==> config.mk <==
export PLATFORM = sky130hd
export DESIGN_NAME = weather_alert_responder
export DESIGN_NICKNAME = d
export VERILOG_FILES = /design/src/rtl/weather_alert_responder.sv
export SDC_FILE = /design/constraint.sdc
export NUM_CORES = 1
export LEC_CHECK = 0
export BUFFER_PORTS_ARGS = -buffer_cell sky130_fd_sc_hd__buf_2
export CORE_ASPECT_RATIO = 0.8
export CORE_MARGIN = 5
export CORE_UTILIZATION = 57
export CTS_CLUSTER_DIAMETER = 100
export DETAILED_ROUTE_END_ITERATION = 8
export GPL_TIMING_DRIVEN = 0
export PLACE_DENSITY = 0.78
export SLEW_MARGIN = 20
export SYNTH_ARGS = -nofsm -noshare
export SYNTH_HDL_FRONTEND = slang
export SYNTH_SLANG_ARGS = --single-unit
==> constraint.sdc <==
create_clock -name CLK -period 3.3 [get_ports CLK]
set_clock_uncertainty 0.1 [all_clocks]
set_input_delay 0.66 -clock CLK [delete_from_list [all_inputs] [get_ports CLK]]
set_output_delay 0.66 -clock CLK [all_outputs]
set_load 0.005 [all_outputs]
==> src/rtl/weather_alert_responder.sv <==
// rtl/weather_alert_responder.sv - cockpit response sequencer for weather/emergency alerts
module weather_alert_responder #(
    parameter int BLINK_HALF  = 4,
    parameter int CLEAR_HOLD  = 8,
    parameter int ACK_TIMEOUT = 16,
    parameter int GEAR_DELAY  = 10
) (
    input  logic       CLK,
    input  logic       RST,
    input  logic [1:0] ECSU_state,
    input  logic       severe_weather,
    input  logic       emergency_landing_alert,
    input  logic       pilot_ack,
    output logic       warning_lamp,
    output logic       alarm_buzzer,
    output logic       autopilot_divert,
    output logic       landing_gear_cmd,
    output logic [2:0] response_state,
    output logic [7:0] alert_count
);

    localparam logic [7:0] L_BLINK = 8'(BLINK_HALF);
    localparam logic [7:0] L_CLEAR = 8'(CLEAR_HOLD);
    localparam logic [7:0] L_ACK   = 8'(ACK_TIMEOUT);
    localparam logic [7:0] L_GEAR  = 8'(GEAR_DELAY);

    typedef enum logic [2:0] {
        S_NORMAL  = 3'd0,
        S_CAUTION = 3'd1,
        S_WARN    = 3'd2,
        S_DIVERT  = 3'd3,
        S_LANDING = 3'd4
    } state_t;

    state_t     r_state;
    state_t     w_state_next;
    logic [7:0] r_timer;
    logic [7:0] r_clear_cnt;
    logic       r_acked;
    logic       r_severe_d;
    logic       r_lamp;
    logic       r_buzzer;
    logic       r_divert;
    logic       r_gear;
    logic [7:0] r_alert_count;

    logic       w_acked;
    logic       w_changed;
    logic       w_clear_cond;
    logic       w_blink_toggle;
    logic       w_acked_next;
    logic [7:0] w_timer_inc;
    logic [7:0] w_timer_next;
    logic [7:0] w_clear_inc;
    logic [7:0] w_clear_next;
    logic       w_lamp_next;
    logic       w_buzzer_next;
    logic       w_divert_next;
    logic       w_gear_next;
    logic       w_rise;

    always_comb begin
        w_acked     = r_acked | pilot_ack;
        w_timer_inc = (r_timer == 8'hFF) ? r_timer : r_timer + 8'd1;

        w_clear_cond = 1'b0;
        if (r_state == S_CAUTION) begin
            w_clear_cond = (ECSU_state == 2'd0);
        end else if (r_state == S_DIVERT) begin
            w_clear_cond = !severe_weather;
        end
        if (!w_clear_cond) begin
            w_clear_inc = 8'd0;
        end else if (r_clear_cnt == 8'hFF) begin
            w_clear_inc = r_clear_cnt;
        end else begin
            w_clear_inc = r_clear_cnt + 8'd1;
        end

        w_state_next = r_state;
        if (emergency_landing_alert) begin
            w_state_next = S_LANDING;
        end else begin
            case (r_state)
                S_NORMAL: begin
                    // Nonzero ECSU codes without flags are still treated as caution.
                    if (severe_weather)              w_state_next = S_WARN;
                    else if (ECSU_state != 2'd0)     w_state_next = S_CAUTION;
                end
                S_CAUTION: begin
                    if (severe_weather)              w_state_next = S_WARN;
                    else if (w_clear_inc == L_CLEAR) w_state_next = S_NORMAL;
                end
                S_WARN: begin
                    // An ack on the timeout cycle still counts, so it beats DIVERT.
                    if (w_acked && !severe_weather)              w_state_next = S_CAUTION;
                    else if (!w_acked && w_timer_inc == L_ACK)   w_state_next = S_DIVERT;
                end
                S_DIVERT: begin
                    if (w_clear_inc == L_CLEAR)      w_state_next = S_CAUTION;
                end
                S_LANDING: w_state_next = S_LANDING;
                default:   w_state_next = S_NORMAL;
            endcase
        end
        w_changed = (w_state_next != r_state);

        w_blink_toggle = 1'b0;
        if (w_changed) begin
            w_timer_next = 8'd0;
        end else if (r_state == S_LANDING) begin
            w_timer_next = (r_timer >= L_GEAR) ? r_timer : r_timer + 8'd1;
        end else if (r_state == S_CAUTION && w_timer_inc == L_BLINK) begin
            // In CAUTION the timer paces the lamp half-period.
            w_timer_next   = 8'd0;
            w_blink_toggle = 1'b1;
        end else begin
            w_timer_next = w_timer_inc;
        end

        w_clear_next = w_changed ? 8'd0 : w_clear_inc;
        w_acked_next = (w_state_next == S_WARN) && !w_changed && w_acked;

        w_lamp_next   = 1'b0;
        w_buzzer_next = 1'b0;
        w_divert_next = 1'b0;
        w_gear_next   = 1'b0;
        case (w_state_next)
            S_CAUTION: begin
                if (w_changed)           w_lamp_next = 1'b1;
                else if (w_blink_toggle) w_lamp_next = !r_lamp;
                else                     w_lamp_next = r_lamp;
            end
            S_WARN: begin
                w_lamp_next   = 1'b1;
                w_buzzer_next = !w_acked_next;
            end
            S_DIVERT: begin
                w_lamp_next   = 1'b1;
                w_divert_next = 1'b1;
            end
            S_LANDING: begin
                w_lamp_next   = 1'b1;
                w_buzzer_next = 1'b1;
                w_divert_next = 1'b1;
                w_gear_next   = (w_timer_next >= L_GEAR);
            end
            default: ;
        endcase

        w_rise = severe_weather && !r_severe_d;
    end

    always_ff @(posedge CLK) begin
        if (RST) begin
            r_state       <= S_NORMAL;
            r_timer       <= 8'd0;
            r_clear_cnt   <= 8'd0;
            r_acked       <= 1'b0;
            r_severe_d    <= 1'b0;
            r_lamp        <= 1'b0;
            r_buzzer      <= 1'b0;
            r_divert      <= 1'b0;
            r_gear        <= 1'b0;
            r_alert_count <= 8'd0;
        end else begin
            r_state     <= w_state_next;
            r_timer     <= w_timer_next;
            r_clear_cnt <= w_clear_next;
            r_acked     <= w_acked_next;
            r_severe_d  <= severe_weather;
            r_lamp      <= w_lamp_next;
            r_buzzer    <= w_buzzer_next;
            r_divert    <= w_divert_next;
            r_gear      <= w_gear_next;
            if (w_rise && r_alert_count != 8'hFF) begin
                r_alert_count <= r_alert_count + 8'd1;
            end
        end
    end

    assign warning_lamp     = r_lamp;
    assign alarm_buzzer     = r_buzzer;
    assign autopilot_divert = r_divert;
    assign landing_gear_cmd = r_gear;
    assign response_state   = r_state;
    assign alert_count      = r_alert_count;

endmodule

# Word level (Yosys, flattened, before mapping)
# Index checks and enable logic that the tools add are counted.
dict set report word_totals {
  regBits 33
  input_bits 7
  out_inout_bits 15
  word_cells 79
}
dict set report classes {
  add_sub_neg 3
  order_cmp 2
  n_eq_ne 16
  muxes 26
  bitwise_logic 2
  n_reduce_logical 20
}
# cell n
set op_table {}
lappend op_table {{8-bit two-way mux} 7}
lappend op_table {{8-bit by 1-bit adder with 8-bit output, second input constant} 3}
lappend op_table {{3-bit two-way mux} 8}
lappend op_table {{8-bit == test, second input constant} 2}
lappend op_table {{8-bit by 4-bit greater-or-equal comparator with 1-bit output, second input constant} 2}
lappend op_table {{3-bit case mux with 5 select lines} 1}
lappend op_table {{3-bit by 2-bit == test with 1-bit output, second input constant} 4}
lappend op_table {{8-bit by 3-bit == test with 1-bit output, second input constant} 1}
lappend op_table {{8-bit by 4-bit == test with 1-bit output, second input constant} 1}
lappend op_table {{8-bit by 5-bit == test with 1-bit output, second input constant} 1}
lappend op_table {{1-bit two-way mux} 8}
lappend op_table {{8-bit inequality test, second input constant} 1}
lappend op_table {{1-bit logical AND} 7}
lappend op_table {{3-bit by 1-bit == test with 1-bit output, second input constant} 2}
lappend op_table {{3-bit == test, second input constant} 2}
lappend op_table {{1-bit zero test} 6}
lappend op_table {{2-bit OR reduction} 3}
lappend op_table {{1-bit case mux with 2 select lines} 2}
lappend op_table {{3-bit zero test} 1}
lappend op_table {{3-bit inequality test} 1}
lappend op_table {{3-bit inequality test, second input constant} 1}
lappend op_table {{3-bit OR reduction} 1}
lappend op_table {{2-bit zero test} 1}
lappend op_table {{2-bit nonzero test} 1}
lappend op_table {{other kinds (2)} 2}

# Depth between registers and ports, before layout
dict set report depth {
  depth_word 15
  mapped_depth 11
  mapped_depth_nobuf 9
}

# Worst setup path before layout
# Ideal clock, no wire load.
dict set report synth_timing {
  path_kind {in2reg}
  from {in ECSU_state[1]}
  to {reg r_acked}
  setup_time_ps 73
  arrival_time_ps 2482
  required_ps 3127
  path_slack_ps 645
  path_stages 8
  path_buffers 1
  cell_sequence {or3_4 -> a21oi_4 -> and3_1 -> a311oi_1 -> or3_1 -> buf_2 -> or4_4 -> nor3_2}
}
dict set report synth_via {
  elab_chain_len 12
  word_cells_on_any_way 17
  cone_classes {eq/ne: 3; mux: 9; reduce/logical: 5}
}
# item line
set synth_rtl {}
lappend synth_rtl {{start, declared} 10} ;# input logic [1:0] ECSU_state,
lappend synth_rtl {{2-bit zero test} 68} ;# w_clear_cond = (ECSU_state == 2'd0);
lappend synth_rtl {{1-bit two-way mux} 67} ;# if (r_state == S_CAUTION) begin
lappend synth_rtl {{8-bit two-way mux} 72} ;# if (!w_clear_cond) begin
lappend synth_rtl {{8-bit by 4-bit == test with 1-bit output} {92, 100}}
lappend synth_rtl {{3-bit two-way mux} 92} ;# else if (w_clear_inc == L_CLEAR) w_state_next = S_NORMAL;
lappend synth_rtl {{3-bit two-way mux} 91} ;# if (severe_weather) w_state_next = S_WARN;
lappend synth_rtl {{3-bit case mux with 5 select lines *} 84} ;# case (r_state)
lappend synth_rtl {{3-bit two-way mux *} 81} ;# if (emergency_landing_alert) begin
lappend synth_rtl {{3-bit inequality test} 106} ;# w_changed = (w_state_next != r_state);
lappend synth_rtl {{1-bit zero test} 122} ;# w_acked_next = (w_state_next == S_WARN) && !w_changed && w_acked;
lappend synth_rtl {{1-bit logical AND * (2 in a row)} 122}
lappend synth_rtl {{end signal, assigned} 170} ;# r_acked <= w_acked_next;
lappend synth_rtl {{end, declared} 39} ;# logic r_acked;
# Every way passes the cells marked *; elsewhere a longest branch is shown, timed or not.
# A chain may end at the register's enable or synchronous reset.

# Worst setup path after layout
dict set report layout_timing {
  from {reg r_timer[0]}
  to {reg r_timer[1]}
}
dict set report layout_via {
  elab_chain_len 10
  word_cells_on_any_way 17
  cone_classes {add/sub: 1; order compare: 1; eq/ne: 4; mux: 9; reduce/logical: 2}
}
# item line
set layout_rtl {}
lappend layout_rtl {{start, declared} 37} ;# logic [7:0] r_timer;
lappend layout_rtl {{start signal, assigned} 168} ;# r_timer <= w_timer_next;
lappend layout_rtl {{8-bit by 1-bit adder with 8-bit output / 8-bit == test (equally long branches)} {64, 112}}
lappend layout_rtl {{8-bit two-way mux} 64} ;# w_timer_inc = (r_timer == 8'hFF) ? r_timer : r_timer + 8'd1;
lappend layout_rtl {{8-bit by 5-bit == test with 1-bit output} 97} ;# else if (!w_acked && w_timer_inc == L_ACK) w_state_next = S_DIVERT;
lappend layout_rtl {{1-bit logical AND} 97}
lappend layout_rtl {{3-bit two-way mux} 97}
lappend layout_rtl {{3-bit two-way mux} 96} ;# if (w_acked && !severe_weather) w_state_next = S_CAUTION;
lappend layout_rtl {{3-bit case mux with 5 select lines} 84}
lappend layout_rtl {{3-bit two-way mux} 81}
lappend layout_rtl {{3-bit inequality test} 106}
lappend layout_rtl {{8-bit two-way mux *} 109} ;# if (w_changed) begin
# Marked as above.

==> results.md <==
- Largest family of logic cells by synthesized area: simple AND/OR/NAND/NOR gates
- CP Class: reg -> reg
- Netlist Area Pre-Place: about 2000 um^2
- Met3 wire len: around 270 um
- Hold Path End: alert_count[6]
- Clk sinks: 33
- EDFF count, synth: 0
- Run status: complete, no violations
- Slowest stage delay, CP: 0.50 ns
- Clock Power Share: 0.463
- Syn avg cell area: slightly above 8 um^2
- Peak VDD IR: between 0.3 and 0.4 mV
- WP data arrival: roughly 3.1 ns
- Min-Delay Path Depth: 2
- Synth unique cells: 59
- Finished Layout Cells: roughly 310
- Via count: between 1500 and 2000
- Area growth from synthesis to layout: 14.7%
- DRT antenna net count: 0
- Main flop type after synthesis: dfxtp_1
- Post-DP HPWL: roughly 3300 um
- Slew headroom: 0.405
- Grt total ovfl: 0
- Peak fanout along the critical path: 10
- Vias/cell: about 6.0
- Delay-heaviest family, CP: compound AO/OA/AOI/OAI gates
- Antenna violations before repair: 0
- Vias in the first global route: around 1700
- Clock transition at path regs: about 0.07 ns
- R2R depth: 10
- Setup Fix Bufs, Post-CTS: 0
- Nets@finish: 280
- Int Pwr: 752 uW
- Yosys reg bits: 33
- Synthesized-area fraction occupied by adder cells: 0.0249
- Yosys top cell area share: 0.329
- Multiplexer share of the synthesized area: 0.0299
- CP endpoint kind: flip-flop
- Combinational share of power: 0.111
- Met2 wire length: ~1900 um
- Flop2flop setup slack: 0.27 ns
- Final hold vios: 0
- Max cap viols: 0
- GRT Total Usage: 0.197
- Pin count of the biggest net entering global routing: 12
- Synthesized Nets: roughly 250
- FILL cells: 301
- Post-synthesis simple-gate area fraction: 0.305
- Core ar.: between 3000 and 4000 um^2
- Required @ worst endpoint: between 3 and 4 ns
- Final Max Slew Viols: 0
- Switching power: 227 uW
- First-pass iteration count of the detailed router: 4
- CTS buffer count: 5
- Leak: between 0.8 and 0.9 nW
- Peak Freq: around 330 MHz
- DP Cell Count: ~300
- Initial Util: 0.586
- First-pass GRT wire length: 7800 um
- Top cell type by total area after synthesis: dfxtp_1
- Min Tclk post-route: approximately 3 ns
- CTS tree: yes
- Die ar.: 4820 um^2
- CP Buf/Inv Count: 2
- Clk buf depth: 2
- Period utilization: 0.917
- Post-Synth XOR/XNOR Area: 0.0611
- Io pins: 22
- RSZ-0062 raised after global routing: false
- H-tree Lvls: 2
- Syn. warnings: 0
- Die W: 76.3 um
- Ant. Diodes: 0
- Net Sw Frac: 0.232
- FF-to-FF End: r_timer[1]
- Final wirelength: ~4500 um
- Wl on met1: between 2000 and 2500 um
- Hold_buf cts: 0
- R2r startpoint: r_timer[0]
- Asr flop ratio synth: 0
- Sequential area share after synthesis: 0.329
- Worst path cell trace: inv_1, ha_1, o211ai_1, nor3_1, o2111ai_2, o31ai_1, a2bb2oi_1, a21boi_4, buf_4, nor3b_1
- Final setup viols: 0
- Die height: 63.1 um
- Post-Synthesis Cells: 242
- Number of DRC markers in iteration 0: between 100 and 150
- Slowest CP cell: dfxtp_1
- Slew @ Worst Pin: 0.887 ns
- Root Driver: clkbuf_8
- Total Neg Setup Slack: 0 ns
- Sequential share of power: 0.426
- Cell Pwr Density: roughly 430 nW/um^2
- # rows: 19
- Clk Latency, worst-skew pair: just under 0.3 ns
- DRC: 0
- Critical hold path startpoint: alert_count[6]
- Top Layer Used: met4
- Share of cells above drive strength 1: 0.196
- Pwr Total: approximately 980 uW
- Gpl congestion: roughly 0.81
- Hold WC Path Type: reg -> reg
- Port-buffer cells: 20
- DR WL/cell: approximately 14 um
- Startpoint Class: flip-flop
- Compound-Gate Fraction of Synth Area: 0.193
- Largest cells by area after synthesis: dfxtp_1, nor3_1, nand3_1
sequential cells by signal (all words and copies together), names as in the netlist:
name / count
r_severe_d: 1
landing_gear_cmd: 1
warning_lamp: 1
r_clear_cnt: 8
alarm_buzzer: 1
alert_count: 8
response_state: 3
r_timer: 8
r_acked: 1
autopilot_divert: 1
layout by cell type (no fill, tap or decap), drive strengths merged, types with 3 or more instances in the layout:
| cell | count |
|---|---|
| a21oi | 9 |
| a311oi | 3 |
| a31oi | 6 |
| and3 | 6 |
| buf | 29 |
| clkbuf | 13 |
| dfxtp | 33 |
| ha | 4 |
| inv | 6 |
| mux2i | 6 |
| nand2 | 12 |
| nand2b | 7 |
| nand3 | 19 |
| nand4 | 4 |
| nor2 | 20 |
| nor3 | 21 |
| nor3b | 6 |
| o21ai | 13 |
| xnor2 | 6 |
| xor2 | 8 |
synth_stat cells, types with 2 or more instances:
library cell,instances
nor4_1,2
ha_1,4
mux2i_1,6
nor4b_1,2
nand3b_1,2
buf_2,5
a31oi_1,6
o211ai_1,2
nor3_1,20
nand2_1,12
xnor2_1,6
xor2_1,8
a311oi_1,3
o31ai_1,2
buf_4,3
nand2b_1,7
clkbuf_1,7
a2111oi_0,2
inv_1,6
nand4_1,4
nor2_1,20
o21ai_0,13
and3_1,5
a21oi_1,7
nand3_1,18
nor3b_1,5
dfxtp_1,33
logic make-up after synthesis:
kind of cell / count (synthesis)
compound gates: 53
xor+xnor: 14
fa+ha+maj: 4
buf+inv: 23
flops: 33
mux: 6
simple gates: 109
stage by stage:
step,setup slack (ns),util,area [um^2],hold WS [ns]
4_1_cts,0.173,0.670,2290,0.436
6_report,0.273,0.672,2300,0.436
3_5_place_dp,0.181,0.631,2160,0.414
5_1_grt,0.0431,0.672,2300,0.502
3_3_place_gp,0.215,0.631,2160,0.410
2_1_floorplan,0.645,-,2010,0.416
worst max path at each step:
stage | to | start | slack (ns) | cells after the start
6_report | r_timer[1] | r_timer[0] | 0.27 | 10
5_1_grt | r_timer[4] | r_timer[0] | 0.04 | 10
4_1_cts | r_timer[1] | r_timer[0] | 0.17 | 10
3_5_place_dp | r_timer[1] | r_timer[0] | 0.18 | 10
3_3_place_gp | r_timer[5] | r_timer[0] | 0.22 | 10
2_1_floorplan | r_acked | ECSU_state[1] | 0.64 | 8
worst reg2reg max path: stages, from the launching register on:
cell,delay [ns]
dfxtp_1,0.50
inv_1,0.08
ha_1,0.34
o211ai_1,0.10
nor3_1,0.21
o2111ai_2,0.19
o31ai_1,0.34
a2bb2oi_1,0.37
a21boi_4,0.36
buf_4,0.24
nor3b_1,0.07
metal layers:
layer  GRT usage  vias to the layer above
met5           0                        -
met4      0.0742                        0
met3      0.0427                        8
met2       0.295                       67
met1       0.277                      838
li1            -                      944
power groups by stage:
stage / logic, mW / clock network (mW) / registers [mW]
final: 0.109 / 0.454 / 0.417
after global routing: 0.121 / 0.479 / 0.419
after CTS: 0.107 / 0.459 / 0.417
after detailed placement: 0.106 / 0 / 0.426
after global placement: 0.104 / 0 / 0.426
after floorplan: 0.0729 / 0 / 0.426
repair_timing:
item / in CTS / in global routing
resized for setup: 0 / 1
endpoints found under the setup margin: 0 / 10
hold endpoints to repair: 0 / 0
layout make-up:
cell class	instances	area, um^2	share of cell area
sequential	33	661	0.287
clock inverter	3	65.1	0.0283
timing repair buffer	20	100	0.0435
multi-input combinational	186	1240	0.539
buffer	17	90.1	0.0392
inverter	6	22.5	0.00979
tap	42	52.6	0.0228
clock buffer	5	68.8	0.0299
Note: power is estimated with default switching activity, not from simulation.
